==> config.mk <==
export PLATFORM = sky130hd
export DESIGN_NAME = vx_onehot_mask_builder_flat
export DESIGN_NICKNAME = d
export VERILOG_FILES = /design/src/rtl/vx_onehot_mask_builder_if.sv /design/src/rtl/vx_onehot_mask_builder.sv /design/src/flat_wrapper.sv
export SDC_FILE = /design/constraint.sdc
export NUM_CORES = 1
export LEC_CHECK = 0
export BUFFER_PORTS_ARGS = -buffer_cell sky130_fd_sc_hd__buf_2
export CORE_UTILIZATION = 35
export DETAILED_ROUTE_END_ITERATION = 8
export PLACE_DENSITY = 0.58
export SYNTH_ARGS = -nofsm -noshare
export SYNTH_HDL_FRONTEND = slang
export SYNTH_SLANG_ARGS = --single-unit
==> constraint.sdc <==
create_clock -name clk -period 2.3 [get_ports clk]
set_input_delay 0.23 -clock clk [delete_from_list [all_inputs] [get_ports clk]]
set_output_delay 0.23 -clock clk [all_outputs]
set_load 0.005 [all_outputs]
==> src/rtl/vx_onehot_mask_builder_if.sv <==
// Stream bundle for the onehot mask builder: an index input stream and a
// completed-mask output stream, each with its own valid/ready handshake.
interface vx_onehot_mask_builder_if #(
   parameter int N = 8
);
   localparam int LN = (N > 1) ? $clog2(N) : 1;

   logic          in_valid;
   logic [LN-1:0] in_index;
   logic          in_last;
   logic          in_ready;
   logic          out_valid;
   logic [N-1:0]  out_mask;
   logic [LN:0]   out_count;
   logic          out_error;
   logic          out_ready;

   // Producer of indices / consumer of masks
   modport master (
      output in_valid, in_index, in_last, out_ready,
      input  in_ready, out_valid, out_mask, out_count, out_error
   );

   // The mask builder itself
   modport slave (
      input  in_valid, in_index, in_last, out_ready,
      output in_ready, out_valid, out_mask, out_count, out_error
   );
endinterface

==> src/rtl/vx_onehot_mask_builder.sv <==
// Sequential index-to-onehot decoder. Each accepted index sets one bit of a
// per-group accumulator; the beat flagged last publishes the accumulated mask
// with its population count and an out-of-range error flag.
module vx_onehot_mask_builder #(
   parameter int N       = 8,
   parameter bit REVERSE = 1'b0
) (
   input  logic                     clk,
   input  logic                     reset,
   vx_onehot_mask_builder_if.slave  bus
);
   localparam int LN = (N > 1) ? $clog2(N) : 1;

   typedef enum logic {
      EMPTY = 1'b0,
      FULL  = 1'b1
   } state_t;

   state_t        state_reg;
   logic [N-1:0]  acc_mask_reg;
   logic [LN:0]   acc_count_reg;
   logic          acc_err_reg;
   logic [N-1:0]  out_mask_reg;
   logic [LN:0]   out_count_reg;
   logic          out_error_reg;

   logic [N-1:0]  onehot;
   logic          in_range;
   logic          new_bit;
   logic          in_fire;
   logic          last_fire;
   logic [N-1:0]  mask_next;
   logic [LN:0]   count_next;
   logic          err_next;

   // Each mask bit owns exactly one index value; an index >= N matches no bit,
   // so out-of-range beats decode to an all-zero onehot.
   for (genvar gi = 0; gi < N; gi++) begin : g_decode
      localparam int MAP = REVERSE ? (N - 1 - gi) : gi;
      assign onehot[gi] = (bus.in_index == LN'(MAP));
   end

   assign in_range   = ({1'b0, bus.in_index} < (LN + 1)'(N));
   // Count only bits that were not already set, keeping count == popcount(mask)
   assign new_bit    = |(onehot & ~acc_mask_reg);
   assign mask_next  = acc_mask_reg | onehot;
   assign count_next = acc_count_reg + {{LN{1'b0}}, new_bit};
   assign err_next   = acc_err_reg | ~in_range;

   // Ready depends only on the registered output state and the consumer
   assign bus.in_ready = (state_reg == EMPTY) || bus.out_ready;
   assign in_fire      = bus.in_valid && bus.in_ready;
   assign last_fire    = in_fire && bus.in_last;

   assign bus.out_valid = (state_reg == FULL);
   assign bus.out_mask  = out_mask_reg;
   assign bus.out_count = out_count_reg;
   assign bus.out_error = out_error_reg;

   // Accumulate beats, publish on the last beat, retire on the output handshake
   always_ff @(posedge clk) begin
      if (reset) begin
         state_reg     <= EMPTY;
         acc_mask_reg  <= '0;
         acc_count_reg <= '0;
         acc_err_reg   <= 1'b0;
         out_mask_reg  <= '0;
         out_count_reg <= '0;
         out_error_reg <= 1'b0;
      end else if (last_fire) begin
         // Accepting a last beat implies the old output (if any) is consumed
         state_reg     <= FULL;
         out_mask_reg  <= mask_next;
         out_count_reg <= count_next;
         out_error_reg <= err_next;
         acc_mask_reg  <= '0;
         acc_count_reg <= '0;
         acc_err_reg   <= 1'b0;
      end else begin
         if (in_fire) begin
            acc_mask_reg  <= mask_next;
            acc_count_reg <= count_next;
            acc_err_reg   <= err_next;
         end
         if ((state_reg == FULL) && bus.out_ready) begin
            state_reg <= EMPTY;
         end
      end
   end
endmodule

==> src/flat_wrapper.sv <==
// flat-port wrapper written by rule: the top's interface ports become plain ports
module vx_onehot_mask_builder_flat 
#(
   parameter int N       = 8,
   parameter bit REVERSE = 1'b0
)
  (clk, reset, bus_in_valid, bus_in_index, bus_in_last, bus_out_ready, bus_in_ready, bus_out_valid, bus_out_mask, bus_out_count, bus_out_error);
  vx_onehot_mask_builder_if #(.N(N)) bus_i ();
  input  logic clk;
  input  logic reset;
  input wire logic [$bits(bus_i.in_valid)-1:0] bus_in_valid;
  input wire logic [$bits(bus_i.in_index)-1:0] bus_in_index;
  input wire logic [$bits(bus_i.in_last)-1:0] bus_in_last;
  input wire logic [$bits(bus_i.out_ready)-1:0] bus_out_ready;
  output wire logic [$bits(bus_i.in_ready)-1:0] bus_in_ready;
  output wire logic [$bits(bus_i.out_valid)-1:0] bus_out_valid;
  output wire logic [$bits(bus_i.out_mask)-1:0] bus_out_mask;
  output wire logic [$bits(bus_i.out_count)-1:0] bus_out_count;
  output wire logic [$bits(bus_i.out_error)-1:0] bus_out_error;
  assign bus_i.in_valid = bus_in_valid;
  assign bus_i.in_index = bus_in_index;
  assign bus_i.in_last = bus_in_last;
  assign bus_i.out_ready = bus_out_ready;
  assign bus_in_ready = bus_i.in_ready;
  assign bus_out_valid = bus_i.out_valid;
  assign bus_out_mask = bus_i.out_mask;
  assign bus_out_count = bus_i.out_count;
  assign bus_out_error = bus_i.out_error;
  vx_onehot_mask_builder #(.N(N), .REVERSE(REVERSE)) u_core (.clk(clk), .reset(reset), .bus(bus_i));
endmodule
==> flow_summary.yaml <==
cells_and_area:
  drive_gt1_frac: 0.221
  synthToLayoutAreaGrowth_pct: 12.3
  num_antenna_cells: 0
  multi_input_area_um2: 547
  fill_cells: 326
  stdcell_count: 184
  final-seq-area_um2: 500
  final_nets: 151
  final_cell_area_mm2: 0.00125
clock_network:
  post_cts_buffers: 0
  clkTransAtPathRegs_ns: 0.13
  cts-root-buf: "clkbuf_4"
  cts_buffers: 3
  cts_tree: "done"
  clock_latency_ns: 0.31
  clock-sinks: 25
  cts_resized: 0
  clockBufferDepth: 2
  htree_levels: 1
  cts_hold_buf: 0
power:
  peakVddDrop_uv: 188
  power_density_mw_per_mm2: 610
  leakage_nw: 0.493
timing:
  period_share: 0.830
  holdWs_ns: 0.258
  maxSlewViolCount: 0
  finalHoldViolations: 0
  period_needed_ns: 1.91
  finalSetupTns_ns: 0
  finClkSkew_ns: 0.00589
  finalSetupViolations: 0
  max_freq_mhz: 524
  rsz0062_at_grt: "false"
setup_path:
  startpoint_type: "register"
  regToRegStartpoint: "u_core.acc_mask_reg[7]"
  worstSetupStartpoint: "u_core.acc_mask_reg[7]"
  cp_max_fo: 3
  cp_data_arrival_time_ns: 2.15
  path_class: "reg2reg"
  critPathRequiredTime_ns: 2.55
  r2r_cells: 6
  crit_path_end_kind: "register"
place:
  place_congestion: 0.762
  io_buffers: 21
  placed_area_mm2: 0.00123
  numPlacedInstances: 180
  place_hpwl_um: 1820
routing:
  drt_iter0_markers: 28
  viasPerCell: 5.20
  drtPass1Iterations: 4
  route.detailed.drc: 0
  routedWlPerCell_um: 13.4
  drt-total-wl_um: 2460
  vias: 957
  ant_nets: 0
logic_synthesis:
  avgSynthCellArea_um2: 8.92
  synth_xor_area_frac: 0.0157
  synth_commonest_cells: "dfxtp_1 (25), a21oi_1 (20), nor2_1 (10)"
  synth-edff-count: 0
  syn-cell-area_mm2: 0.00111
  synth_top_cell_by_area: "dfxtp_1"
  synth_cells: 125
  ys_seq_area_frac: 0.449
  ys_top_cells_by_area: "dfxtp_1 (45%), a21oi_1 (9.0%), mux4_2 (4.0%)"
  yosysWarningCount: 0
  yosys.area_share.simple: 0.191
  synth-seq-cells: 25
  synth-main-ff-cell: "dfxtp_1"
  synth_adder_area_share: 0.0224
  synth_compound_area_frac: 0.209
  synth_top_cell_area_share: 0.449
  synth_most_common_cell: "dfxtp_1"
  syn_nets: 135
  yosysUniqueCellTypes: 34
  synth_top_family_by_area: "compound AO/OA/AOI/OAI gates"
  synthMuxAreaShare: 0.0494
  synthArstFlopShare: 0
global_route:
  grt_pass1_wl_um: 4200
  antenna_found_initial: 0
  grt_max_degree: 26
  grt_pass1_vias: 884
  grt-ovfl-total: 0
  grt.total_usage: 0.160
status:
  status: "completed"
floorplanning:
  die_w_um: 58.4
  ioPinCount: 23
  start_util: 0.368
  dieArea_mm2: 0.00341
  coreArea_mm2: 0.00303
  rows: 20
  dieHeight_um: 58.4
min_path:
  min_from: "reset"
  min_path_cells: 2
  holdCritPathClass: "in2reg"
run:
  drv_cap: 0
## critical path, stage by stage (launching register included)
cell and delay [ns]:
dfxtp_1 0.35, mux4_2 0.46, mux2i_1 0.15, ha_1 0.19, nand3_1 0.13, or4_1 0.42, a21oi_1 0.16
## through the flow
stage	setup WS [ns]	total power, mW	util
after global routing	0.260	0.810	0.414
after CTS	0.375	0.775	0.414
after floorplan	0.525	0.548	-
final	0.391	0.764	0.414
after global placement	0.261	0.583	0.405
after detailed placement	0.190	0.585	0.405
## path summary, 6_finish.rpt
| kind | to | slack (ns) |
|---|---|---|
| worst max register to register | u_core.acc_count_reg[3] | 0.39 |
| worst max-delay path | u_core.acc_count_reg[3] | 0.39 |
| worst min register to register | u_core.bus.out_count[0] | 0.49 |
| worst min-delay path | u_core.bus.out_count[0] | 0.26 |
## area by class of cell
class,instances,share of cell area
Multi-Input combinational cell,86,0.437
Sequential cell,25,0.400
Timing Repair Buffer,22,0.0899
Tap cell,44,0.0440
Clock buffer,4,0.0210
Inverter,3,0.00899
## report_power, final
group / internal [mW] / leakage, nW / switching [mW]
registers: 0.453 / 0.204 / 0.0104
clock network: 0.0676 / 0.0150 / 0.123
logic: 0.0459 / 0.274 / 0.0649
## metal layers
layer  vias up  share of wire  global-route usage
li1        485              -                   -
met1       449           0.47               0.221
met2        21           0.47               0.255
met3         2          0.045              0.0264
met4         0         0.0097              0.0510
met5         -              0                   0
## logic make-up (layout without fill, tap and decap cells)
| logic type | after synthesis | count (layout) |
|---|---|---|
| buffers and inverters | 14 | 29 |
| multiplexers | 3 | 3 |
| other | 1 | 1 |
| adder cells (fa/ha/maj) | 2 | 2 |
| flip-flops | 25 | 25 |
| AO/OA/AOI/OAI | 40 | 40 |
| AND/OR/NAND/NOR | 38 | 38 |
| XOR/XNOR | 2 | 2 |
## cell usage in the layout, fill, tap and decap left out
| master | count |
|---|---|
| dfxtp_1 | 25 |
| buf_2 | 21 |
| a21oi_1 | 20 |
| nor2_1 | 10 |
| nor3_1 | 6 |
| a31oi_1 | 6 |
| nor4_1 | 5 |
| nand3_1 | 5 |
| a211oi_1 | 5 |
| o21ai_0 | 5 |
| clkbuf_4 | 3 |
| mux4_2 | 2 |
| inv_2 | 2 |
| and3b_1 | 2 |
| a41oi_1 | 2 |
| ha_1 | 2 |
| mux2i_1 | 1 |
| nor2b_4 | 1 |
| nand2_2 | 1 |
| and3_1 | 1 |
| and2_1 | 1 |
| o31ai_1 | 1 |
| or4_1 | 1 |
| a21o_1 | 1 |
| and2b_1 | 1 |
| inv_1 | 1 |
| nand2_1 | 1 |
| or3_1 | 1 |
| nor3b_1 | 1 |
| nor2b_1 | 1 |
| xnor2_1 | 1 |
| xor2_1 | 1 |
| conb_1 | 1 |
| clkbuf_1 | 1 |
| buf_4 | 1 |
Note: power is estimated with default switching activity, not from simulation.
